`config.mk`:
```
export PLATFORM = sky130hd
export DESIGN_NAME = vx_norm_shift_flat
export DESIGN_NICKNAME = d
export VERILOG_FILES = /design/src/rtl/vx_norm_shift_if.sv /design/src/rtl/vx_norm_shift.sv /design/src/flat_wrapper.sv
export SDC_FILE = /design/constraint.sdc
export NUM_CORES = 1
export LEC_CHECK = 0
export ABC_CLOCK_PERIOD_IN_PS = 8800
export BUFFER_PORTS_ARGS = -buffer_cell sky130_fd_sc_hd__buf_2
export CELL_PAD_IN_SITES_DETAIL_PLACEMENT = 0
export CELL_PAD_IN_SITES_GLOBAL_PLACEMENT = 2
export CORE_ASPECT_RATIO = 0.75
export CORE_MARGIN = 4
export CORE_UTILIZATION = 36
export DETAILED_ROUTE_END_ITERATION = 12
export PLACE_DENSITY_LB_ADDON = 0.1
export SYNTH_ARGS = -nofsm -noshare
export SYNTH_HDL_FRONTEND = slang
export SYNTH_SLANG_ARGS = --single-unit
```
`constraint.sdc`:
```
create_clock -name clk -period 8.8 [get_ports clk]
set_input_delay 1.76 -clock clk [delete_from_list [all_inputs] [get_ports clk]]
set_output_delay 1.76 -clock clk [all_outputs]
set_load 0.05 [all_outputs]
```
`src/rtl/vx_norm_shift_if.sv`:
```
// Bus bundle for the mantissa normalizer: input beat, output beat and both handshakes.
interface vx_norm_shift_if #(
  parameter int unsigned WIDTH = 24,
  parameter int unsigned EXP_W = 8,
  parameter int unsigned TAG_W = 1
);
  logic             valid_in;
  logic             ready_in;
  logic [WIDTH-1:0] data_in;
  logic [EXP_W-1:0] exp_in;
  logic [TAG_W-1:0] tag_in;
  logic             valid_out;
  logic             ready_out;
  logic [WIDTH-1:0] data_out;
  logic [EXP_W-1:0] exp_out;
  logic [TAG_W-1:0] tag_out;
  logic             zero_out;
  logic             denorm_out;

  modport master (
    output valid_in, data_in, exp_in, tag_in, ready_out,
    input  ready_in, valid_out, data_out, exp_out, tag_out, zero_out, denorm_out
  );

  modport slave (
    input  valid_in, data_in, exp_in, tag_in, ready_out,
    output ready_in, valid_out, data_out, exp_out, tag_out, zero_out, denorm_out
  );
endinterface

```
`src/rtl/vx_norm_shift.sv`:
```
// Two-stage mantissa normalizer: S1 registers the beat and its leading-zero count,
// S2 shifts left by min(lz, exp) so the biased exponent never underflows.
module vx_norm_shift #(
  parameter int unsigned WIDTH = 24,
  parameter int unsigned EXP_W = 8,
  parameter int unsigned TAG_W = 1
) (
  input  logic            clk,
  input  logic            reset,
  vx_norm_shift_if.slave  bus
);
  localparam int unsigned LZ_W  = $clog2(WIDTH);
  localparam int unsigned CMP_W = ((LZ_W > EXP_W) ? LZ_W : EXP_W) + 1;

  logic             s1_valid;
  logic [WIDTH-1:0] s1_data;
  logic [EXP_W-1:0] s1_exp;
  logic [TAG_W-1:0] s1_tag;
  logic [LZ_W-1:0]  s1_lz;
  logic             s1_zero;

  logic             s2_valid;
  logic [WIDTH-1:0] s2_data;
  logic [EXP_W-1:0] s2_exp;
  logic [TAG_W-1:0] s2_tag;
  logic             s2_zero;
  logic             s2_denorm;

  logic             en1;
  logic             en2;

  logic [LZ_W-1:0]  lz_c;
  logic             nz_c;
  logic [CMP_W-1:0] lz_x;
  logic [CMP_W-1:0] exp_x;
  logic [CMP_W-1:0] shamt;
  logic             clamp;
  logic [WIDTH-1:0] data_c;
  logic [EXP_W-1:0] exp_c;
  logic             denorm_c;

  // Stall chain: a stage may load when the stage downstream of it is free or draining.
  assign en2 = ~s2_valid | bus.ready_out;
  assign en1 = ~s1_valid | en2;

  // Leading-zero count; the highest set bit wins because it is visited last.
  always_comb begin
    lz_c = '0;
    nz_c = 1'b0;
    for (int i = 0; i < int'(WIDTH); i++) begin
      if (bus.data_in[i]) begin
        lz_c = LZ_W'(int'(WIDTH) - 1 - i);
        nz_c = 1'b1;
      end
    end
  end

  // Clamped shift, compared one bit wider than either operand.
  always_comb begin
    lz_x     = CMP_W'(s1_lz);
    exp_x    = CMP_W'(s1_exp);
    clamp    = lz_x > exp_x;
    shamt    = clamp ? exp_x : lz_x;
    data_c   = s1_data << shamt;
    exp_c    = s1_exp - EXP_W'(shamt);
    denorm_c = clamp;
    if (s1_zero) begin
      data_c   = '0;
      exp_c    = '0;
      denorm_c = 1'b0;
    end
  end

  always_ff @(posedge clk) begin
    if (reset) begin
      s1_valid  <= 1'b0;
      s1_data   <= '0;
      s1_exp    <= '0;
      s1_tag    <= '0;
      s1_lz     <= '0;
      s1_zero   <= 1'b0;
      s2_valid  <= 1'b0;
      s2_data   <= '0;
      s2_exp    <= '0;
      s2_tag    <= '0;
      s2_zero   <= 1'b0;
      s2_denorm <= 1'b0;
    end else begin
      if (en1) begin
        s1_valid <= bus.valid_in;
        s1_data  <= bus.data_in;
        s1_exp   <= bus.exp_in;
        s1_tag   <= bus.tag_in;
        s1_lz    <= lz_c;
        s1_zero  <= ~nz_c;
      end
      if (en2) begin
        s2_valid  <= s1_valid;
        s2_data   <= data_c;
        s2_exp    <= exp_c;
        s2_tag    <= s1_tag;
        s2_zero   <= s1_zero;
        s2_denorm <= denorm_c;
      end
    end
  end

  assign bus.ready_in   = en1;
  assign bus.valid_out  = s2_valid;
  assign bus.data_out   = s2_data;
  assign bus.exp_out    = s2_exp;
  assign bus.tag_out    = s2_tag;
  assign bus.zero_out   = s2_zero;
  assign bus.denorm_out = s2_denorm;
endmodule

```
`src/flat_wrapper.sv`:
```
// flat-port wrapper written by rule: the top's interface ports become plain ports
module vx_norm_shift_flat 
#(
  parameter int unsigned WIDTH = 24,
  parameter int unsigned EXP_W = 8,
  parameter int unsigned TAG_W = 1
)
  (clk, reset, bus_valid_in, bus_data_in, bus_exp_in, bus_tag_in, bus_ready_out, bus_ready_in, bus_valid_out, bus_data_out, bus_exp_out, bus_tag_out, bus_zero_out, bus_denorm_out);
  vx_norm_shift_if #(.WIDTH(WIDTH), .EXP_W(EXP_W), .TAG_W(TAG_W)) bus_i ();
  input  logic clk;
  input  logic reset;
  input wire logic [$bits(bus_i.valid_in)-1:0] bus_valid_in;
  input wire logic [$bits(bus_i.data_in)-1:0] bus_data_in;
  input wire logic [$bits(bus_i.exp_in)-1:0] bus_exp_in;
  input wire logic [$bits(bus_i.tag_in)-1:0] bus_tag_in;
  input wire logic [$bits(bus_i.ready_out)-1:0] bus_ready_out;
  output wire logic [$bits(bus_i.ready_in)-1:0] bus_ready_in;
  output wire logic [$bits(bus_i.valid_out)-1:0] bus_valid_out;
  output wire logic [$bits(bus_i.data_out)-1:0] bus_data_out;
  output wire logic [$bits(bus_i.exp_out)-1:0] bus_exp_out;
  output wire logic [$bits(bus_i.tag_out)-1:0] bus_tag_out;
  output wire logic [$bits(bus_i.zero_out)-1:0] bus_zero_out;
  output wire logic [$bits(bus_i.denorm_out)-1:0] bus_denorm_out;
  assign bus_i.valid_in = bus_valid_in;
  assign bus_i.data_in = bus_data_in;
  assign bus_i.exp_in = bus_exp_in;
  assign bus_i.tag_in = bus_tag_in;
  assign bus_i.ready_out = bus_ready_out;
  assign bus_ready_in = bus_i.ready_in;
  assign bus_valid_out = bus_i.valid_out;
  assign bus_data_out = bus_i.data_out;
  assign bus_exp_out = bus_i.exp_out;
  assign bus_tag_out = bus_i.tag_out;
  assign bus_zero_out = bus_i.zero_out;
  assign bus_denorm_out = bus_i.denorm_out;
  vx_norm_shift #(.WIDTH(WIDTH), .EXP_W(EXP_W), .TAG_W(TAG_W)) u_core (.clk(clk), .reset(reset), .bus(bus_i));
endmodule
```
* Yosys cells after proc, flatten, opt, wreduce, memory -nomap -nowiden *
Index checks and enable logic that the tools add are counted.

storage, ports and cells
  flip-flop bits (word level) = 76
  bits of input ports = 37
  output and inout port bits = 37
  logic and storage cells = 72

cells by class
  add/subtract/negate cells = 1
  magnitude comparators = 1
  shift operators = 1
  multiplexer cells = 52
  bitwise logic cells = 5

operators by type and width
  cell                         count
  two-way mux 5 bit            24
  two-way mux 1 bit            25
  two-way mux 24 bit           1
  << shifter 24 x 9 -> 24 bit  1
  two-way mux 8 bit            2
  > comparator 5 x 8 -> 1 bit  1
  subtractor 8 bit             1
  NOT 1 bit                    3
  OR 1 bit                     2

* Depth between registers and ports, before layout *
  depth in word-level cells = 25
  mapped depth = 19
  depth with buffers taken out = 17

* Least setup slack after synthesis *
No wires, ideal clock.

  kind = input-to-output
  from = in bus_ready_out
  to = out bus_ready_in
  arrival = 2,975 ps
  required time = 7,040 ps
  path slack = 4,065 ps
  cell stages on the path = 6
  path buffers = 3
  cells stage by stage = nor2b_1 clkbuf_1 and2_1 clkbuf_1 clkinv_1 buf_1

on the way
  longest elaborated chain between the ends = 2

RTL lines
  what                line                 text
  start: declaration  flat_wrapper.sv:16   input wire logic [$bits(bus_i.ready_out)-1:0] bus_ready_out;
  OR 1 bit            vx_norm_shift.sv:43  assign en2 = ~s2_valid | bus.ready_out;
  OR 1 bit            vx_norm_shift.sv:44  assign en1 = ~s1_valid | en2;
  end: declaration    flat_wrapper.sv:17   output wire logic [$bits(bus_i.ready_in)-1:0] bus_ready_in;

Every way passes these cells.

* Worst setup path in the final report *
Same ends and word-level chain as after synthesis.

==> impl_metrics.ini <==
[outcome]
status = finished, final reports clean

[clock_network]
cts_buffers = 9
clock_path_buffers = 2
cts_tree = yes
ctsHoldBuffers = 0
clk_pin_slew_worst_paths_ns = 0.05
clock_latency_ns = 0.33
cts_max_level = 3
clock_sinks = 76
cts_resized = 0
cts.root.buffer_cell = clkbuf_16
postCtsSetupRepairBufs = 0

[cells_and_area]
fin_cells = 746
syn2layout_area_growth_pct = 16.6
fin_util_pct = 43.3
drive_above_1_share_pct = 19.3
seqCellArea_um2 = 1520
nets = 628
fill_cells = 1232
n_antenna_cell = 0
multi_input_area_um2 = 2600

[timing]
max_freq_ghz = 0.165
setup_tns_ns = 0
hold_viol = 0
finalSetupViolations = 0
rsz0062_at_grt = false
maxSlewViolCount = 0
slew_headroom_pct = 22.8
post-route-period-util_pct = 68.7
layout_setup_ws_ns = 2.75
period_needed_ns = 6.05
clock_skew_ns = 0.00930
worst_pin_slew_ns = 1.15

[global_route]
antenna_found_initial = 0
grt_max_degree = 68
grt_pass1_vias = 3779
grt_usage_pct = 18.0
gr-total-overflow = 0
grt_pass1_wl_um = 19800

[die]
ios = 74
die_w_um = 135
floorplan.die.height_um = 103
core_area_um2 = 11700
start_util_pct = 37.1
die_area_um2 = 13900
core.rowCount = 34

[critical_path]
worstPathMaxFanout = 42
timing.rr.end = u_core.bus.exp_out[6]
worst_setup_path_start_kind = primary input
startpoint = bus_ready_out
critPathCapture = bus_ready_in
path_class = in -> out
ff2ff_setup_slack_ns = 4.56
worstPathArrival_ns = 4.29
required_ns = 7.04
reg2regPathDepth = 17
r2r-start = u_core.s1_exp[1]
end_kind = primary output

[power_and_ir_drop]
swShare_pct = 30.8
intPower_mw = 0.671
p_leak_nw = 2.32
p_comb_share_pct = 22.7
p_seq_share_pct = 40.0
vdd_drop_max_uv = 99.1
pwr-share-clk_pct = 37.3
powerDensity_nw_per_um2 = 191
switchingPower_mw = 0.299

[detailed_routing]
drt_iter0_drc = 203
antenna_left = 0
wl_um = 12300
routedWlPerCell_um = 16.5
dr.pass1.iters = 5
avgViaCountPerCell = 5.29
drc = 0
num_vias = 3943

[placement]
dp_slack_ns = 2.75
hpwlAfterDp_um = 9260
gp_congestion = 0.810
port-buffer-count = 73
dp_cells = 731

[logic_synthesis]
yosysSeqAreaShare_pct = 35.0
synth-edff-count = 0
syn_nets = 572
ys_types = 62
postSynth.asyncResetShare_pct = 0
syn_inst = 524
ys_warn_count = 0
yosys_most_used_dff = dfxtp_1
ys_ff_latch = 76
mappedNetlistArea_um2 = 4350
avgSynthCellArea_um2 = 8.29

[job]
maxCapViolations = 0

[hold_path]
min_path_type = reg -> reg
-- metal layers --
layer | wire, um | part of all wire [%] | vias up | track usage (%)
met4 | 144 | 1.2 | 0 | 4.46
met5 | 0 | 0 | - | 0
met2 | 5580 | 45 | 80 | 28.6
met1 | 6020 | 49 | 1873 | 24.9
li1 | - | - | 1980 | -
met3 | 573 | 4.6 | 10 | 4.15
-- cell type report --
cell class	instances	share of cell area (%)
clock inverters	2	0.691
multi-input cells	400	51.2
inverters	16	1.33
flip-flops and latches	76	30.0
repair buffers	77	7.80
well taps	162	4.00
clock buffers	13	4.94
-- through the flow --
stage	hold slack (ns)	power [mW]	cell area [um2]
3_3_place_gp	0.439	0.616	4780
4_1_cts	0.461	0.981	5070
3_5_place_dp	0.445	0.616	4780
5_1_grt	0.477	1.02	5070
2_1_floorplan	0.432	0.558	4350
6_report	0.454	0.970	5070
-- cell families (layout without fill, tap and decap cells) --
group | after synthesis | in the layout | share of synthesized area (%)
and+or+nand+nor | 184 | 184 | 18.5
xor gates and xnor gates | 6 | 6 | 1.21
DFF | 76 | 76 | 35.0
muxes | 63 | 63 | 16.3
buffers and inverters | 48 | 108 | 5.59
adders and majority gates | 11 | 11 | 3.34
AOI/OAI and AO/OA | 136 | 136 | 20.1
-- cell usage in the layout (no fill, tap or decap), drive strengths merged, types with 5 or more instances in the layout --
| cell type | count |
|---|---|
| nand2 | 101 |
| buf | 77 |
| dfxtp | 76 |
| a21oi | 62 |
| mux2i | 50 |
| nor2 | 40 |
| a22oi | 19 |
| o21ai | 18 |
| inv | 15 |
| clkbuf | 13 |
| nor3 | 11 |
| ha | 10 |
| mux2 | 10 |
| nor4 | 6 |
| a31oi | 6 |
| a21o | 5 |
| nand3 | 5 |
-- cells in the mapped netlist, types with 2 or more instances --
library cell	instances	area [um2]
nor2_1	40	150
dfxtp_1	76	1520
o22ai_1	2	12.5
a22oi_1	19	143
nand2b_1	4	25.0
mux2_4	2	30.0
inv_1	13	48.8
nor3_2	2	20.0
xnor2_1	2	17.5
a32o_1	3	30.0
nor2b_1	4	25.0
xor2_1	4	35.0
a21oi_1	61	305
buf_6	2	22.5
o22a_1	2	17.5
a32oi_1	2	17.5
nor3_1	9	45.0
buf_2	2	10.0
a22o_1	4	35.0
o21bai_1	3	22.5
nor4_1	6	37.5
ha_1	10	125
mux4_1	2	52.6
a211oi_1	2	15.0
or4_1	2	15.0
mux2_2	8	90.1
nand3b_1	4	30.0
buf_12	2	40.0
clkbuf_1	23	86.3
a31oi_1	5	31.3
o21ai_0	16	80.1
nand2_1	101	379
or3_1	3	18.8
nand3_1	4	20.0
a21o_1	5	37.5
mux2i_1	49	490
-- flip-flops by register name, indices dropped and copies added, names as in the netlist --
register,cells
u_core.bus.data_out,24
u_core.s1_data,24
u_core.bus.exp_out,8
u_core.s1_exp,8
u_core.s1_lz,5
u_core.bus.denorm_out,1
u_core.bus.tag_out,1
u_core.bus.valid_out,1
u_core.bus.zero_out,1
u_core.s1_tag,1
u_core.s1_valid,1
u_core.s1_zero,1
-- worst min path at each step --
stage                     depth (start not counted)                      end                     from  slack, ns
after global placement                            2   u_core.bus.data_out[8]   u_core.bus.data_out[8]       0.44
after floorplan                                   2       u_core.s1_data[23]       u_core.s1_data[23]       0.43
after CTS                                         2  u_core.bus.data_out[15]  u_core.bus.data_out[15]       0.46
after global routing                              2   u_core.bus.data_out[4]   u_core.bus.data_out[4]       0.48
final                                             2  u_core.bus.data_out[11]  u_core.bus.data_out[11]       0.45
after detailed placement                          2  u_core.bus.data_out[15]  u_core.bus.data_out[15]       0.45
-- power groups by stage --
| stage | logic [mW] | registers, mW | clock network [mW] |
|---|---|---|---|
| floorplan | 0.117 | 0.441 | 0 |
| global placement | 0.221 | 0.395 | 0 |
| detailed placement | 0.221 | 0.395 | 0 |
| CTS | 0.222 | 0.388 | 0.372 |
| global route | 0.240 | 0.390 | 0.387 |
| finish | 0.221 | 0.387 | 0.362 |
-- worst max-delay path, stage by stage --
cell	delay, ns
buf_2	0.11
nor2b_2	0.09
buf_4	0.33
and2_1	0.18
buf_4	0.37
clkinv_1	0.91
buf_2	0.52
No activity file was read; power rests on OpenSTA's default activity.
